### src/rtl/control_sequencer.sv
// control_sequencer: hardwired FSM that drives the datapath control strobes.
// It runs instruction fetch (T0-T2) and execute (T3-T6) for register-format
// ALU, MUL/DIV, NOP and HALT instructions. It also provides a memory-ready
// stall on fetch and a run/halt interface.
//
// Optional feature: define SEQ_MULDIV_EN to build the MUL/DIV sequence
// (T5 LO load, T6 HI load). When it is undefined, ops 01111/10000 decode as
// illegal, and T6, LOin and HIin are never asserted.
//
// Ports:
//   Clock, Reset      rising-edge clock, async active-high reset
//   run               level; start/continue execution, leave HALT on re-rise
//   mem_ready         fetch data valid during T1
//   ir[31:0]          datapath IR (op/Ra/Rb/Rc fields), valid from T3
//   PCout..HIin       datapath strobes (Moore, decoded from state)
//   r_out, r_in       one-hot register drive / load selects
//   operation[4:0]    ALU opcode, loaded in T4 and held until the next T4
//   halted            high while in HALT
//   illegal           one-cycle pulse in T3 for an undefined opcode
//   mem_timeout       sticky flag: T1 wait reached MEM_WAIT_MAX
module control_sequencer #(
  parameter int MEM_WAIT_MAX = 15
) (
  input  logic        Clock,
  input  logic        Reset,
  input  logic        run,
  input  logic        mem_ready,
  input  logic [31:0] ir,
  output logic        PCout,
  output logic        MARin,
  output logic        IncPC,
  output logic        Zin,
  output logic        PCin,
  output logic        Read,
  output logic        MDRin,
  output logic        MDRout,
  output logic        IRin,
  output logic        Yin,
  output logic        Zlowout,
  output logic        ZHighout,
  output logic        LOin,
  output logic        HIin,
  output logic [15:0] r_out,
  output logic [15:0] r_in,
  output logic [4:0]  operation,
  output logic        halted,
  output logic        illegal,
  output logic        mem_timeout
);

  localparam int CW = (MEM_WAIT_MAX < 1) ? 1 : $clog2(MEM_WAIT_MAX + 1);
  localparam logic [CW-1:0] WAIT_LAST = CW'(MEM_WAIT_MAX - 1);

  typedef enum logic [3:0] {
    S_IDLE, S_T0, S_T1, S_T2, S_T3, S_T4, S_T5, S_T6, S_HALT
  } state_t;

  state_t        r_state, w_next;
  logic [CW-1:0] r_wait;
  logic          r_timeout;
  logic          r_run_low;   // run seen low while halted; next high restarts
  logic [4:0]    r_op;

  logic [4:0] w_op;
  logic [3:0] w_ra, w_rb, w_rc;
  logic       w_alu, w_md, w_nop, w_halt;
  logic       w_unused_ir;

  assign w_op  = ir[31:27];
  assign w_ra  = ir[26:23];
  assign w_rb  = ir[22:19];
  assign w_rc  = ir[18:15];
  assign w_unused_ir = ^ir[14:0];

  assign w_alu  = (w_op <= 5'b01110);
`ifdef SEQ_MULDIV_EN
  assign w_md   = (w_op == 5'b01111) || (w_op == 5'b10000);
`else
  assign w_md   = 1'b0;
`endif
  assign w_nop  = (w_op == 5'b11010);
  assign w_halt = (w_op == 5'b11011);

  always_ff @(posedge Clock or posedge Reset) begin
    if (Reset) begin
      r_state   <= S_IDLE;
      r_wait    <= '0;
      r_timeout <= 1'b0;
      r_run_low <= 1'b0;
      r_op      <= 5'b0;
    end else begin
      r_state <= w_next;
      // The counter only advances on stalled T1 cycles; anything else clears it.
      if (r_state == S_T1 && !mem_ready) begin
        r_wait <= r_wait + CW'(1);
        if (r_wait == WAIT_LAST) r_timeout <= 1'b1;
      end else begin
        r_wait <= '0;
      end
      if (r_state == S_HALT) begin
        if (!run) r_run_low <= 1'b1;
      end else begin
        r_run_low <= 1'b0;
      end
      if (w_next == S_T4) r_op <= w_op;
    end
  end

  always_comb begin
    w_next   = r_state;
    PCout    = 1'b0;
    MARin    = 1'b0;
    IncPC    = 1'b0;
    Zin      = 1'b0;
    PCin     = 1'b0;
    Read     = 1'b0;
    MDRin    = 1'b0;
    MDRout   = 1'b0;
    IRin     = 1'b0;
    Yin      = 1'b0;
    Zlowout  = 1'b0;
    ZHighout = 1'b0;
    LOin     = 1'b0;
    HIin     = 1'b0;
    r_out    = 16'h0;
    r_in     = 16'h0;
    halted   = 1'b0;
    illegal  = 1'b0;
    case (r_state)
      S_IDLE: if (run) w_next = S_T0;
      S_T0: begin
        PCout = 1'b1; MARin = 1'b1; IncPC = 1'b1; Zin = 1'b1;
        w_next = S_T1;
      end
      S_T1: begin
        Zlowout = 1'b1; Read = 1'b1; MDRin = 1'b1;
        PCin    = (r_wait == '0);   // load the incremented PC only once
        if (mem_ready)                w_next = S_T2;
        else if (r_wait == WAIT_LAST) w_next = S_IDLE;
      end
      S_T2: begin
        MDRout = 1'b1; IRin = 1'b1;
        w_next = S_T3;
      end
      S_T3: begin
        if (w_alu) begin
          r_out = 16'h1 << w_rb; Yin = 1'b1; w_next = S_T4;
        end else if (w_md) begin
          r_out = 16'h1 << w_ra; Yin = 1'b1; w_next = S_T4;
        end else if (w_halt) begin
          w_next = S_HALT;
        end else begin
          illegal = !w_nop;
          w_next  = S_T0;
        end
      end
      S_T4: begin
        r_out  = 16'h1 << (w_md ? w_rb : w_rc);
        Zin    = 1'b1;
        w_next = S_T5;
      end
      S_T5: begin
        Zlowout = 1'b1;
        if (w_md) begin
          LOin   = 1'b1;
          w_next = S_T6;
        end else begin
          r_in   = 16'h1 << w_ra;
          w_next = run ? S_T0 : S_IDLE;
        end
      end
`ifdef SEQ_MULDIV_EN
      S_T6: begin
        ZHighout = 1'b1; HIin = 1'b1;
        w_next   = run ? S_T0 : S_IDLE;
      end
`endif
      S_HALT: begin
        halted = 1'b1;
        if (r_run_low && run) w_next = S_T0;
      end
      default: w_next = S_IDLE;
    endcase
  end

  assign operation   = r_op;
  assign mem_timeout = r_timeout;

endmodule

### config.mk
export PLATFORM = sky130hd
export DESIGN_NAME = control_sequencer
export DESIGN_NICKNAME = d
export VERILOG_FILES = /design/src/rtl/control_sequencer.sv
export SDC_FILE = /design/constraint.sdc
export NUM_CORES = 1
export LEC_CHECK = 0
export CAP_MARGIN = 30
export CORE_MARGIN = 1
export CORE_UTILIZATION = 35
export CTS_CLUSTER_DIAMETER = 120
export DETAILED_ROUTE_END_ITERATION = 12
export GPL_TIMING_DRIVEN = 0
export PLACE_DENSITY_LB_ADDON = 0.25
export SLEW_MARGIN = 40
export SYNTH_ARGS = -nofsm -noshare
export SYNTH_HDL_FRONTEND = slang
export SYNTH_SLANG_ARGS = --single-unit
### constraint.sdc
create_clock -name Clock -period 1.8 [get_ports Clock]
set_input_delay 0.18 -clock Clock [delete_from_list [all_inputs] [get_ports Clock]]
set_output_delay 0.18 -clock Clock [all_outputs]
set_load 0.03 [all_outputs]
---- Word level (Yosys, flattened, before mapping) ----
Cells that the tools add are included.
storage, ports and cells
  output and inout bits ................... 54
  input bits .............................. 36
  register bits after elaboration ......... 15
  logic and storage cells ................. 57
cells by class
  equality and inequality tests ........... 12
  shift operators ......................... 3
  add/sub/neg operators ................... 1
  mux-type cells .......................... 26
  reduce and logical (&&, ||, !) cells .... 9
  magnitude comparators ................... 1
operator list
  kind                                                            count
  << shifter 1 x 4 -> 16 bit, first input constant                3
  two-way mux 16 bit                                              2
  case mux 16 bit (2 select lines)                                1
  case mux 4 bit (8 select lines)                                 1
  two-way mux 4 bit                                               7
  == test 4 x 3 -> 1 bit, second input constant                   4
  two-way mux 1 bit                                               15
  == test 5 bit, second input constant                            2
  == test 4 x 2 -> 1 bit, second input constant                   2
  == test 4 bit, second input constant                            2
  zero test 4 bit                                                 2
  less-or-equal comparator 5 x 4 -> 1 bit, second input constant  1
  adder 4 x 1 -> 4 bit, second input constant                     1
  == test 4 x 1 -> 1 bit, second input constant                   1
  OR reduction 2 bit                                              2
  logical AND 1 bit                                               2
  zero test 1 bit                                                 2
  inequality test 2 bit, second input constant                    1
  AND reduction 2 bit                                             1

---- Depth between registers and ports, before layout ----
  depth after elaboration ................. 5
  gate-level depth with buffers ........... 5
  depth with buffers taken out ............ 5

---- Worst setup path after synthesis ----
OpenSTA, ideal clock, no wires.
  path kind ............................... flip-flop to output port
  start ................................... reg r_state[0]
  end ..................................... out PCin
  data required time ...................... 1.620 ns
  path buffers ............................ 1
  data arrival time ....................... 2.102 ns
  path slack .............................. -0.482 ns
  stages on the path, launching flop included .. 4
  path through ............................ dfrtp_1 > buf_6 > or4b_4 > nor4b_1
on the way
  cells in the longest elaborated chain, start to end .. 2
RTL lines
  item                    line  text
  start, declared         58    state_t r_state, w_next;
  start signal, assigned  92    r_state <= w_next;
  == test 4 x 2 -> 1 bit  129   case (r_state)
  two-way mux 1 bit       129
  end, declared           33    output logic PCin,
No other way between the ends.

---- Worst setup path after layout ----
  start ................................... reg r_state[3]
  end ..................................... out r_in[0]
on the way
  cells in the longest elaborated chain, start to end .. 2
RTL lines
  item                    line  text
  == test 4 x 3 -> 1 bit  129
  two-way mux 16 bit      129
  end, declared           44    output logic [15:0] r_in,
No other way between the ends.

==> summary.txt <==
Run status
  – Status: finished with violations
  – Failing checks: setup timing

Clock network
  – TritonCTS sink count: 15
  – CTS tree: built
  – Num CTS Buffers: 3
  – Root Driver: clkbuf_4
  – Worst skew pair latency: about 0.28 ns
  – CTS max path bufs: 2
  – Hold_buf cts: 0
  – H-tree depth: 1
  – Clk slew on worst S/H paths: roughly 0.1 ns

GRT
  – Remaining global-route overflow: 0
  – First-pass GRT wire length: 5802 um
  – Antenna violations before repair: 0
  – Vias in the first global route: ~1300
  – Overall routing resource usage: 20.33%
  – Largest net degree at the start of global routing: 16

Synth
  – FFs w/ async S/R, synth: 100.0%
  – Register area share after synthesis: between 20% and 30%
  – Largest cells by area after synthesis: dfrtp_1, o22ai_1, nor2_1
  – Number of synthesized flops with an enable pin: 0
  – Synth Warn #: 0
  – Synth area leader: dfrtp_1
  – Post-synthesis register bit count: 15
  – Number of distinct library cells after synthesis: 40
  – Post-Synthesis Cells: ~150
  – Post-synth top area share: about 30%
  – Post-Syn Area: roughly 0.0013 mm2
  – Synthesized area per cell: 8.638 um2
  – Top_reg_cell synth: dfrtp_1

Routing
  – Iteration-0 DRC Markers: 66
  – Total number of vias: approximately 1500
  – DRT Wirelength: around 4200 um
  – DR WL/cell: between 10 and 15 um
  – DRC violations left: 0
  – Routed vias/inst: around 5.2
  – Final antenna-violating net count: 0
  – First drt pass iteration count: 4

Setup path
  – Critical register-to-register path startpoint: r_state[3]
  – CP top delay family: simple AND/OR/NAND/NOR gates
  – Critical Path RT: around 1.6 ns
  – CP bufs+invs: 2
  – Crit end category: output port
  – Sequence of cells on the critical path: buf_4, and4bb_4, or3b_4, nor3_4, buf_6
  – CP peak stage delay: around 0.44 ns
  – Worst setup SP type: register
  – Critical path data arrival time: approximately 1.9 ns
  – CP startpoint: r_state[3]
  – Crit Path Max Fanout: 4
  – Worst path slowest cell: or3b_4
  – Kind of critical path: register to output port

STA
  – Fin crit share: 117.3%
  – Clock skew: 0.006934 ns
  – Unrepaired setup endpoints after global routing: yes
  – Final hold vios: 0
  – Max-slew violation count: 0
  – Final setup fails: 36
  – Worst setup margin: -0.3115 ns
  – Worst-margin pin slew: between 0.5 and 0.6 ns
  – Min Tclk post-route: 2.111 ns
  – Total negative setup slack: -6.555 ns
  – FMAX: 0.4736 GHz
  – Slew headroom: about three fifths

Floorplanning
  – Chip height: slightly above 60 um
  – Chip Width: about 62 um
  – Die Footprint: 0.003822 mm2
  – Starting Density: 36.95%
  – Io pins: 90
  – Std cell rows: 21
  – Core area: between 0.003 and 0.004 mm2

Run
  – Max-Cap Viols: 0

Min path
  – Worst hold path type: input port to async pin

Placement
  – Placed instance area: between 0.002 and 0.0025 mm2
  – Final GP Congestion: 0.7401
  – Placed cell count: 264
  – I/O Buffers: 71
  – Final HPWL DP: about 2900 um

Power
  – Power Density: just over 1000 mW/mm2
  – Static Leak: 1.052 nW
  – VDD IR-drop max: just under 700 uV

Finish
  – Most frequent cells in the layout: buf_4, buf_6, clkdlybuf4s50_1
  – Area delta synth->final: 89.81%
  – Fin cells: about 290
  – Final instance area: between 0.002 and 0.0025 mm2
  – N_diodes: 0
  – # nets final: about 280
  – Layout cells sized above 1: 48.76%
  – Commonest non-fill, non-tap cell in the layout: buf_4
  – # fillers: 253
## cell usage after synthesis (all sizes together) (3+ instances only)
library cell  number
buf               11
o22ai             17
nor4b              3
ha                 3
nor3               6
inv                8
mux2               4
nand3b             5
nand3              6
nor2              21
nand2             10
nand4b             3
nand2b             9
dfrtp             15
## layout make-up
cell class	count	area, um2	share of cell area (%)
Timing Repair Buffer	93	857.1	36.05
Tap cell	46	57.56	2.421
Inverter	8	32.53	1.368
Clock buffer	3	22.52	0.9474
Buffer	9	82.58	3.474
Sequential cell	15	376.6	15.84
Multi-Input combinational cell	113	943.4	39.68
Clock inverter	1	5.005	0.2105
## per-stage QoR
| step | hold slack (ns) | power, mW | worst slack [ns] | utilization, % |
|---|---|---|---|---|
| detailed placement | 0.4653 | 1.887 | -0.9406 | 61.09 |
| finish | 0.2470 | 2.439 | -0.3115 | 70.14 |
| global placement | 0.4600 | 1.852 | -0.8664 | 61.09 |
| floorplan | 0.08148 | 1.410 | -0.09411 | - |
| CTS | 0.2612 | 2.243 | -0.2743 | 64.05 |
| global route | 0.3152 | 2.578 | -0.3840 | 70.14 |
## cells by family (layout without fill, tap and decap cells)
family	count (synthesis)	after routing	share of synthesized area (%)
simple gates	74	74	36.37
compound gates	26	26	13.59
buf+inv	19	114	9.890
flops	15	15	29.97
mux	4	4	4.795
fa+ha+maj	3	3	2.997
xor+xnor	3	3	2.098
other cells	1	3	0.2994
## power by group
group / switching, mW / internal [mW]
registers: 0.0711 / 0.423
clock network: 0.114 / 0.0824
logic: 0.885 / 0.864
total: 1.07 / 1.37
## repair_timing
action	in CTS	in global routing
pin swaps	12	15
setup endpoints to repair	45	43
resized for setup	278	52
buffers inserted	16	6
## state kept, by name (all words and copies together), names as in the netlist
name,flops
mem_timeout,1
r_wait,4
r_state,4
r_run_low,1
operation,5
## routing by layer
metal / wire length (um) / global-route usage (%) / up-vias
met5: 0 / 0 / -
met4: 31 / 4.762 / 0
met3: 262 / 2.484 / 8
met2: 2363 / 40.55 / 72
met1: 1591 / 22.61 / 705
li1: - / - / 707
## worst paths after layout
kind                                     to  slack [ns]  depth (start not counted)
worst max-delay path                r_in[0]       -0.31                          5
worst min-delay path            mem_timeout        0.25                          2
worst min register to register  mem_timeout        0.49                          1
max in group asynchronous        r_state[1]        1.14                          2
min in group Clock              mem_timeout        0.49                          1
worst max register to register   r_state[0]        0.05                          9
No activity file was read; power rests on OpenSTA's default activity.
==> RTL edit (same flow settings) <==
Re-encode `state_t` (9 states) as Gray code, 4 bits wide.
--- a/src/rtl/control_sequencer.sv
+++ b/src/rtl/control_sequencer.sv
@@ -52,7 +52,7 @@
   localparam logic [CW-1:0] WAIT_LAST = CW'(MEM_WAIT_MAX - 1);
 
   typedef enum logic [3:0] {
-    S_IDLE, S_T0, S_T1, S_T2, S_T3, S_T4, S_T5, S_T6, S_HALT
+    S_IDLE = 4'b0000, S_T0 = 4'b0001, S_T1 = 4'b0011, S_T2 = 4'b0010, S_T3 = 4'b0110, S_T4 = 4'b0111, S_T5 = 4'b0101, S_T6 = 4'b0100, S_HALT = 4'b1100
   } state_t;
 
   state_t        r_state, w_next;
Behaviour: no difference found for any inputs over 10 cycles, from zero or initial values and one cycle with Reset high; not proved beyond that.
==> RTL edit against the unedited design <==
- setup slack better by 0.077 ns
- area after synthesis down 0.90%
- combinational power increased by 9.7%
- highest routed layer unchanged
- power up 6.6%
- routed wire length increased by 10%
- first-iteration DRC count grew 38%
- sequential cell count did not move
- the flow still finishes with violations (setup timing)
- design area grew 4.3%
==> RTL edit: results (changes against the unedited design) <==
stage	metric	value	unit	change
placement	place_area	2050	um2	-1.1%
cells_and_area	largest_reg_flops	5		unchanged
placement	placed_cells	282		+6.8%
route	drt_first_pass_iters	4		unchanged
run_status	failed_checks	setup timing		
placement	pre_cts_slack	-0.731	ns	+0.209 ns
placement	port_buffers	71		unchanged
global_routing	grt_start_max_net_pins	16		unchanged
cts	numCtsBuffers	3		unchanged
global_routing	antenna_found_initial	0		unchanged
route	wl	4680	um	+10%
yosys	synth_commonest_cells	26 x nor2_1, 23 x nand2_1, 17 x o22ai_1		
global_routing	first_global_vias	1270		-4.0%
global_routing	met1_usage	0.274		+0.0476
cts	htreeDepth	1		unchanged
global_routing	grtUsageMet2	0.329		-0.0768
yosys	ys.flop_type	dfrtp_1		
global_routing	grt_pass1_wl	5770	um	-0.59%
global_routing	grt_usage	0.201		-0.00181
yosys	ys_seq_area_frac	0.302		+0.00272
yosys	synth_area_leaders	dfrtp_1 30%, o22ai_1 8.6%, nor2_1 7.9%, nand2_1 7.0%, nand2b_1 5.0%		
power	ir_drop	0.753	mV	+12%
route	vias	1596		+7.0%
timing	final.setup.worst_slack	-0.235	ns	+0.0768 ns
power	power.leakage	1.10	nW	+4.8%
global_routing	use_met3	0.0525		+0.0277
timing	max-slew-margin-rel	0.611		+0.000854
cells_and_area	drive_gt1_frac	0.490		+0.00274
route	wl_per_cell	15.4	um	+4.0%
setup_path	critPathMaxStageDelay	0.52	ns	+0.08 ns
yosys	ys_warn_count	0		unchanged
route	drt_first_iter_violations	91		+38%
cts	clk_path_buf_depth	2		unchanged
yosys	synth_area_per_cell	7.61	um2	-12%
cells_and_area	final_nets	299		+6.0%
placement	place_hpwl	2790	um	-2.1%
setup_path	worst_path_max_delay_cell	clkdlybuf4s50_1		
placement	gp_congestion	0.826		+12%
setup_path	cp.arrival	1.85	ns	-0.08 ns
run_status	status	complete, but fails checks		
cts	clk_pin_slew	0.10	ns	about the same
timing	fin_crit	2.03	ns	-0.0768 ns
timing	setup_violations	28		-22%
yosys	ys_types	40		unchanged
cts	clock_latency	0.29	ns	
timing	skew	0.00233	ns	-0.00460 ns
[RTL edit: cell count changes after synthesis, moves of 3 or more]
cell | unedited run | this run
mux2_4 | 4 | 0
and3_1 | 0 | 4
nand4b_1 | 3 | 0
buf_6 | 3 | 0
nand2_1 | 9 | 23
nor3_1 | 5 | 8
nor2_1 | 21 | 26
[RTL edit: layer usage]
metal / vias up / share of wire
met5: - / 0
met4: 0 / 0.022
li1: 757 / -
met1: 750 / 0.40
met2: 74 / 0.51
met3: 15 / 0.073
[RTL edit: final timing paths]
kind                        startpoint          end  slack, ns  cells after the start
setup / recovery                ir[29]     r_out[8]      -0.23                      6
hold / removal                   Reset    r_wait[0]       0.23                      2
setup reg to reg            r_state[0]   r_state[0]       0.36                      6
hold reg to reg            mem_timeout  mem_timeout       0.48                      1
max in group asynchronous        Reset   r_state[1]       1.19                      2
min in group Clock         mem_timeout  mem_timeout       0.48                      1
[RTL edit: per-stage QoR]
| stage | hold WS [ns] | setup TNS [ns] |
|---|---|---|
| global placement | 0.465 | -17.97 |
| global route | 0.305 | -4.93 |
| floorplan | 0.0815 | -0.701 |
| CTS | 0.263 | -2.60 |
| finish | 0.235 | -3.29 |
| detailed placement | 0.467 | -18.43 |
[RTL edit: cell type report]
cell class | count | area, um2
flip-flops and latches | 15 | 375
inverters | 8 | 35.0
well taps | 46 | 57.6
repair buffers | 90 | 816
plain buffers | 11 | 105
fillers | 256 | 885
multi-input cells | 131 | 1060
clock buffers | 4 | 26.3
[RTL edit: cells by family after synthesis]
group                    count (synthesis)  share of synthesized area
flip-flops                              15                      0.302
AO/OA/AOI/OAI                           29                      0.163
multiplexers                             1                    0.00806
other                                    1                    0.00302
AND/OR/NAND/NOR                         91                      0.380
adder cells (fa/ha/maj)                  4                     0.0383
buffers and inverters                   19                     0.0837
XOR/XNOR                                 3                     0.0212
[RTL edit: what timing repair did]
| item | CTS | global route |
|---|---|---|
| resized for setup | 268 | 70 |
| gates cloned | 0 | 1 |
| setup endpoints to repair | 45 | 44 |
| pin swaps | 18 | 15 |
| setup buffers | 7 | 11 |
[RTL edit: worst max-delay path: cells and delay by family]
| kind | cells | cell delay (ns) |
|---|---|---|
| buf+inv | 2 | 0.68 |
| compound gates | 2 | 0.50 |
| simple gates | 2 | 0.49 |
[RTL edit: where the power goes]
group | leakage [nW] | switching [mW] | internal, mW
Combinational | 0.890 | 1.07 | 0.850
Sequential | 0.198 | 0.0620 | 0.418
Clock | 0.0150 | 0.119 | 0.0863
